--- src/rtl/hilo_ctrl.sv ---
// hilo_ctrl: multiply/divide sequencer and owner of the architectural HI/LO registers.
// Launches a unit, waits for its handshake or the watchdog, then commits the result.
module hilo_ctrl #(
    parameter int WIDTH   = 32,
    parameter int TIMEOUT = 64
) (
    input  logic             clock,
    input  logic             reset,
    input  logic             op_start,
    input  logic [1:0]       op_sel,
    input  logic [WIDTH-1:0] wdata,
    output logic             mult_start,
    input  logic             mult_done,
    input  logic [WIDTH-1:0] mult_hi,
    input  logic [WIDTH-1:0] mult_lo,
    output logic             div_start,
    input  logic             div_done,
    input  logic [WIDTH-1:0] div_hi,
    input  logic [WIDTH-1:0] div_lo,
    input  logic             div_zero,
    output logic             busy,
    output logic             done,
    output logic             div0_exc,
    output logic             timeout_err,
    output logic [WIDTH-1:0] hi,
    output logic [WIDTH-1:0] lo
);

    typedef enum logic [1:0] {
        IDLE,
        WAIT_MULT,
        WAIT_DIV
    } state_t;

    localparam int CW = $clog2(TIMEOUT + 1);
    localparam logic [CW-1:0] LAST = CW'(TIMEOUT - 1);

    state_t        state;
    logic [CW-1:0] cnt;

    assign busy = (state != IDLE);

    always_ff @(posedge clock or posedge reset) begin
        if (reset) begin
            state       <= IDLE;
            cnt         <= '0;
            hi          <= '0;
            lo          <= '0;
            mult_start  <= 1'b0;
            div_start   <= 1'b0;
            done        <= 1'b0;
            div0_exc    <= 1'b0;
            timeout_err <= 1'b0;
        end else begin
            mult_start  <= 1'b0;
            div_start   <= 1'b0;
            done        <= 1'b0;
            div0_exc    <= 1'b0;
            timeout_err <= 1'b0;
            unique case (state)
                IDLE: begin
                    if (op_start) begin
                        unique case (op_sel)
                            2'b00: begin
                                state      <= WAIT_MULT;
                                cnt        <= '0;
                                mult_start <= 1'b1;
                            end
                            2'b01: begin
                                state     <= WAIT_DIV;
                                cnt       <= '0;
                                div_start <= 1'b1;
                            end
                            2'b10: begin
                                hi   <= wdata;
                                done <= 1'b1;
                            end
                            2'b11: begin
                                lo   <= wdata;
                                done <= 1'b1;
                            end
                        endcase
                    end
                end
                WAIT_MULT: begin
                    if (mult_done) begin
                        hi    <= mult_hi;
                        lo    <= mult_lo;
                        done  <= 1'b1;
                        state <= IDLE;
                    end else if (cnt == LAST) begin
                        timeout_err <= 1'b1;
                        done        <= 1'b1;
                        state       <= IDLE;
                    end else begin
                        cnt <= cnt + CW'(1);
                    end
                end
                WAIT_DIV: begin
                    // divide-by-zero outranks a simultaneous div_done
                    if (div_zero) begin
                        div0_exc <= 1'b1;
                        done     <= 1'b1;
                        state    <= IDLE;
                    end else if (div_done) begin
                        hi    <= div_hi;
                        lo    <= div_lo;
                        done  <= 1'b1;
                        state <= IDLE;
                    end else if (cnt == LAST) begin
                        timeout_err <= 1'b1;
                        done        <= 1'b1;
                        state       <= IDLE;
                    end else begin
                        cnt <= cnt + CW'(1);
                    end
                end
                default: state <= IDLE;
            endcase
        end
    end

endmodule

--- config.mk ---
export PLATFORM = sky130hd
export DESIGN_NAME = hilo_ctrl
export DESIGN_NICKNAME = d
export VERILOG_FILES = /design/src/rtl/hilo_ctrl.sv
export SDC_FILE = /design/constraint.sdc
export NUM_CORES = 1
export LEC_CHECK = 0
export ABC_CLOCK_PERIOD_IN_PS = 7870
export CORE_UTILIZATION = 42
export DETAILED_ROUTE_END_ITERATION = 8
export PLACE_DENSITY = 0.85
export SYNTH_ARGS = -nofsm -noshare
export SYNTH_HDL_FRONTEND = slang
export SYNTH_SLANG_ARGS = --single-unit
--- constraint.sdc ---
create_clock -name clock -period 7.87 [get_ports clock]
set_input_delay 1.9675 -clock clock [delete_from_list [all_inputs] [get_ports clock]]
set_output_delay 1.9675 -clock clock [all_outputs]
set_load 0.05 [all_outputs]
-- Word-level counts from Yosys, hierarchy flattened
Cells that the tools add are included.
- bits in registers: 78
- latch bits: 0
- RAM bits: 0
- bits in read-only memories: 0
- logic and storage cells: 81
- memories kept: 0
- $add $sub $neg: 1
- multipliers: 0
- div/mod/pow operators: 0
- $lt $le $gt $ge: 0
- equal/unequal tests: 16
- shift-type cells: 0
- multiplexer cells: 45
- bitwise logic cells: 0
- reduce and logical (&&, ||, !) cells: 10
- operators by type and width (kind ; count):
    $mux W32 ; 10
    $pmux W32 S3 ; 2
    $mux W7 ; 6
    $pmux W7 S3 ; 1
    $reduce_and A6 Y1 ; 3
    $mux W1 ; 17
    $ne A2 B2 Y1 const B ; 7
    $mux W2 ; 5
    $add A7 B1 Y7 const B ; 1
    $eq A7 B6 Y1 const B ; 1
    $eq A2 B2 Y1 const B ; 3
    $pmux W2 S3 ; 1
    $eq A2 B1 Y1 const B ; 2
    $logic_not A2 Y1 ; 2
    $ne A2 B1 Y1 const B ; 2
    $pmux W2 S2 ; 1
    $reduce_or A2 Y1 ; 2
    $ne A3 B1 Y1 const B ; 1
    $pmux W1 S3 ; 1
    $reduce_bool A3 Y1 ; 1
    $pmux W1 S2 ; 1
    $reduce_and A2 Y1 ; 1
    $reduce_bool A2 Y1 ; 1

-- Longest topological paths before layout
- depth in word-level cells: 5
- depth in mapped cells: 8

-- Worst setup path after synthesis
No wires, ideal clock.
- kind: input to register
- start: in div_zero
- end: reg lo[0]
- data arrival time: 2.996 ns
- path slack: 4.746 ns
- stages on the path: 5
- path buffers: 1
- cell sequence: nand2b_1 a211oi_2 o21ai_1 buf_2 mux2_1
- longest elaborated chain between the ends: 2
- ends and longest elaborated chain (item ; line ; text):
    from (decl) ; 20 ; input logic div_zero,
    $ne A2 B2 Y1 (no source line) ; -- ;
    $reduce_and A6 Y1 (no source line) ; -- ;
    to (signal assigned) ; 79 ; lo <= wdata;
    to (signal assigned) ; 88 ; lo <= mult_lo;
    to (signal assigned) ; 107 ; lo <= div_lo;
    to (decl) ; 26 ; output logic [WIDTH-1:0] lo
Every way passes these cells.
A chain may end at the register's enable or synchronous reset.

-- Worst setup path after layout
- start: reg state[0]
- end: out busy
- longest elaborated chain between the ends: 1
- ends and longest elaborated chain (item ; line ; text):
    from (decl) ; 38 ; state_t state;
    from (signal assigned) ; 45 ; state <= IDLE;
    from (signal assigned) ; 65 ; state <= WAIT_MULT;
    from (signal assigned) ; 70 ; state <= WAIT_DIV;
    $reduce_bool A2 Y1 ; 41 ; assign busy = (state != IDLE);
    to (decl) ; 21 ; output logic busy,
Every way passes these cells.

==> impl_summary.log <==
INFO  metric outcome = finished clean
INFO  metric max_cap_viol_count = 0
INFO  metric worst-path-max-fanout = 5
INFO  metric synth_mux_area_share = 17.5%
INFO  metric yosys_synthesis_warning_count = 0
INFO  metric p_int = 1.68 mW
INFO  metric syn_avg_cell_area = 10.3 um2
INFO  metric switching_share = 50.3%
INFO  metric finalCriticalPeriod = 4.03 ns
INFO  metric post_synth_main_area_contributors = sky130_fd_sc_hd__dfrtp_1 (47%), sky130_fd_sc_hd__mux2_1 (14%), sky130_fd_sc_hd__a22oi_1 (12%)
INFO  metric gr-usage-all-layers = 26.0%
INFO  metric grt_start_max_net_pins = 107
INFO  metric ir_drop_worst_case_vdd = 0.000334 V
INFO  metric num_rows = 35
INFO  metric synth_area = 0.00417 mm2
INFO  metric post-route-period-util = approximately half
INFO  metric core_area = between 0.009 and 0.01 mm2
INFO  metric n_antenna_cell = 0
INFO  metric grt_overflow = 0
INFO  metric drt.antenna.violating_nets = 0
INFO  metric yosys_register_bits = 78
INFO  metric synth_cell_types = 30
INFO  metric pin_count = 238
INFO  metric gp_weighted_congestion = 0.861
INFO  metric clk_pin_slew_worst_paths = around 0.08 ns
INFO  metric die_width = around 100 um
INFO  metric clkPwrFrac = 9.7%
INFO  metric worst_slew_margin_rel = a little under a quarter
INFO  metric synth_to_layout_area_growth = 63.9%
INFO  metric timing.critical_path.arrival = 2.06 ns
INFO  metric cp_data_required_time = just under 6 ns
INFO  metric tritoncts = done
INFO  metric power.density_cell_area = 496 mW/mm2
INFO  metric synth_sequential_area_ratio = ~47%
INFO  metric endpoint_kind = primary output
INFO  metric floorplan.initialDensity = ~44%
INFO  metric fin_setup_tns = 0 ns
INFO  metric drt-vias-per-instance = 5.48
INFO  metric leakagePower = 2.66 nW
INFO  metric avg_wl_per_cell = 17.6 um
INFO  metric synth_most_common_cell = sky130_fd_sc_hd__dfrtp_1
INFO  metric wire_length_of_the_first_global_routing_pass = between 20 and 25 mm
INFO  metric cts.hold.buffers_added = 0
INFO  metric synth-compound-area-share = a little under a quarter
INFO  metric postSynthNetCount = 578
INFO  metric cts_max_level = 3
INFO  metric via_count = approximately 4200
INFO  metric dp.final_hpwl = 9.64 mm
INFO  metric route.detailed.drc = 0
INFO  metric fin_worst_skew = 0.0115 ns
INFO  metric synth_top_family_by_area = compound AO/OA/AOI/OAI gates
INFO  metric rsz0062_at_grt = false
INFO  metric power.net_switching = between 1.5 and 2 mW
INFO  metric first_drt_iteration_drcs = around 160
INFO  metric maxClockFrequency = 248 MHz
INFO  metric synth-edff-count = 0
INFO  metric ctsLongestPathBuffers = 2
INFO  metric initial_antenna_violation_count = 0
INFO  metric dp_worst_setup_slack = 3.60 ns
INFO  metric timing.setup.critical_path_class = flip-flop to primary output
INFO  metric final-setup-viol-count = 0
INFO  metric synth_async_reset_ratio = between 90% and 100%
INFO  metric yosys.area_share.adder = 1.50%
INFO  metric detail_route.wirelength = 13.3 mm
INFO  metric finalCoreUtilization = 72.5%
INFO  metric p_seq_share = 20.8%
INFO  metric synth_largest_area_cell = sky130_fd_sc_hd__dfrtp_1
INFO  metric startpoint_type = flip-flop
INFO  metric cts.sink_count = between 70 and 80
INFO  metric portBuffers = 237
INFO  metric worst_skew_pair.late_latency = 0.34 ns
INFO  metric finalNetCount = 796
INFO  metric timing.final.max_slew_violations = 0
INFO  metric dieArea = 0.0103 mm2
INFO  metric timing.final.hold_violations = 0
INFO  metric root_buffer = sky130_fd_sc_hd__clkbuf_8
INFO  metric dieHeight = 102 um
INFO  metric post_synth_and_or_nand_nor_area_fraction = 6.07%
INFO  metric number_of_search_and_repair_iterations_in_the_first_detailed_routing_pass = 4
INFO  metric postSynth.topFlopCell = sky130_fd_sc_hd__dfrtp_1
INFO  metric post_cts.repair.setup_buffers = 0
INFO  metric fraction_of_layout_instances_using_a_drive_strength_above_1 = 6.05%
INFO  metric timing.final.ws_setup = 3.84 ns
INFO  metric yosys.area.top_type_share = 46.8%
INFO  metric grt_pass1_vias = 4279
INFO  metric ys_top_cells_by_count = sky130_fd_sc_hd__dfrtp_1 (78), sky130_fd_sc_hd__a21oi_1 (71), sky130_fd_sc_hd__a22oi_1 (64)
INFO  metric post_synth_xor_xnor_area = 0%
INFO  metric worstHoldPathType = flip-flop to flip-flop
INFO  metric cts_resized = 0
INFO  metric syn-instance-count = around 410
INFO  metric power.combinational.fraction = 69.5%
INFO  metric worst_slew_pin_slew = 1.14 ns
INFO  metric cts_inserted_buffers = 9
cell type report:
type	count	area [um2]
Clock buffer	12	145
Tap cell	129	161
Timing Repair Buffer	240	2390
Inverter	10	38.8
Sequential cell	78	1950
Multi-Input combinational cell	284	2070
Clock inverter	4	70.1
Fill cell	692	2590
stage by stage:
step	cell area (um2)	hold WS, ns	total power [mW]	instances
2_1_floorplan	4170	0.491	2.35	405
6_report	6830	0.492	3.39	757
3_3_place_gp	6610	0.473	3.00	741
3_5_place_dp	6610	0.480	3.08	741
5_1_grt	6830	0.515	3.59	757
4_1_cts	6830	0.499	3.41	757
cells by family (layout without fill, tap and decap cells):
kind of cell    after synthesis  in the layout
simple gates                 58             58
compound gates              156            156
mux                          65             65
buf+inv                      43            266
fa+ha+maj                     5              5
flops                        78             78
critical path: stages, from the launching register on:
cell and delay, ns:
sky130_fd_sc_hd__dfrtp_1 0.40, sky130_fd_sc_hd__inv_1 0.11, sky130_fd_sc_hd__ha_4 0.18, sky130_fd_sc_hd__inv_1 0.18, sky130_fd_sc_hd__clkdlybuf4s50_1 0.85
layer usage:
metal	GRT usage [%]	wire (um)	vias to the layer above
met2	45.5	6900	184
met3	6.69	1040	21
li1	-	-	1939
met1	30.7	5150	2008
met4	9.48	218	0
met5	0	0	-
worst paths after layout:
check	startpoint	to	slack [ns]	depth (start not counted)
worst max-delay path	state[0]	busy	3.84	4
min in group asynchronous	reset	lo[29]	2.24	3
worst min-delay path	lo[27]	lo[27]	0.49	1
worst min register to register	lo[27]	lo[27]	0.49	1
max in group asynchronous	reset	hi[10]	4.98	3
worst max register to register	state[0]	cnt[1]	5.42	7
power by group through the flow:
| stage | registers (mW) | clock network, mW | logic, mW |
|---|---|---|---|
| after floorplan | 1.31 | 0 | 1.04 |
| after global placement | 0.696 | 0 | 2.31 |
| after detailed placement | 0.709 | 0 | 2.37 |
| after CTS | 0.706 | 0.334 | 2.37 |
| after global routing | 0.729 | 0.347 | 2.52 |
| final | 0.704 | 0.328 | 2.35 |
flip-flops by register name, summed over array words and instances (netlist names):
register and count:
lo 32, timeout_err 1, div_start 1, done 1, cnt 7, mult_start 1
state 2, div0_exc 1, hi 32
placed cells by master, fill, tap and decap left out:
master                            count
sky130_fd_sc_hd__a211oi_2             1
sky130_fd_sc_hd__nand3_1              4
sky130_fd_sc_hd__inv_1                9
sky130_fd_sc_hd__mux2i_1              1
sky130_fd_sc_hd__nor2_1              37
sky130_fd_sc_hd__ha_2                 2
sky130_fd_sc_hd__a21boi_0             1
sky130_fd_sc_hd__o21ai_4              1
sky130_fd_sc_hd__nand2b_1             1
sky130_fd_sc_hd__clkbuf_8            10
sky130_fd_sc_hd__o21ai_0              6
sky130_fd_sc_hd__and3_1               3
sky130_fd_sc_hd__a22o_1               2
sky130_fd_sc_hd__nand2_2              1
sky130_fd_sc_hd__o311ai_0             1
sky130_fd_sc_hd__o32ai_1              1
sky130_fd_sc_hd__buf_4                3
sky130_fd_sc_hd__mux2_2              14
sky130_fd_sc_hd__nand2_1              6
sky130_fd_sc_hd__ha_1                 2
sky130_fd_sc_hd__nor2b_1              2
sky130_fd_sc_hd__a22oi_1             64
sky130_fd_sc_hd__bufinv_16            2
sky130_fd_sc_hd__mux2_1              50
sky130_fd_sc_hd__dfrtp_1             78
sky130_fd_sc_hd__clkbuf_1             2
sky130_fd_sc_hd__a41oi_1              1
sky130_fd_sc_hd__o22ai_1              4
sky130_fd_sc_hd__ha_4                 1
sky130_fd_sc_hd__clkinv_2             3
sky130_fd_sc_hd__a21oi_1             71
sky130_fd_sc_hd__nand3b_1             2
sky130_fd_sc_hd__and2_1               1
sky130_fd_sc_hd__clkdlybuf4s50_1    237
sky130_fd_sc_hd__o2111a_1             1
sky130_fd_sc_hd__and4_1               1
sky130_fd_sc_hd__o2111ai_1            2
No activity file was read; power rests on OpenSTA's default activity.
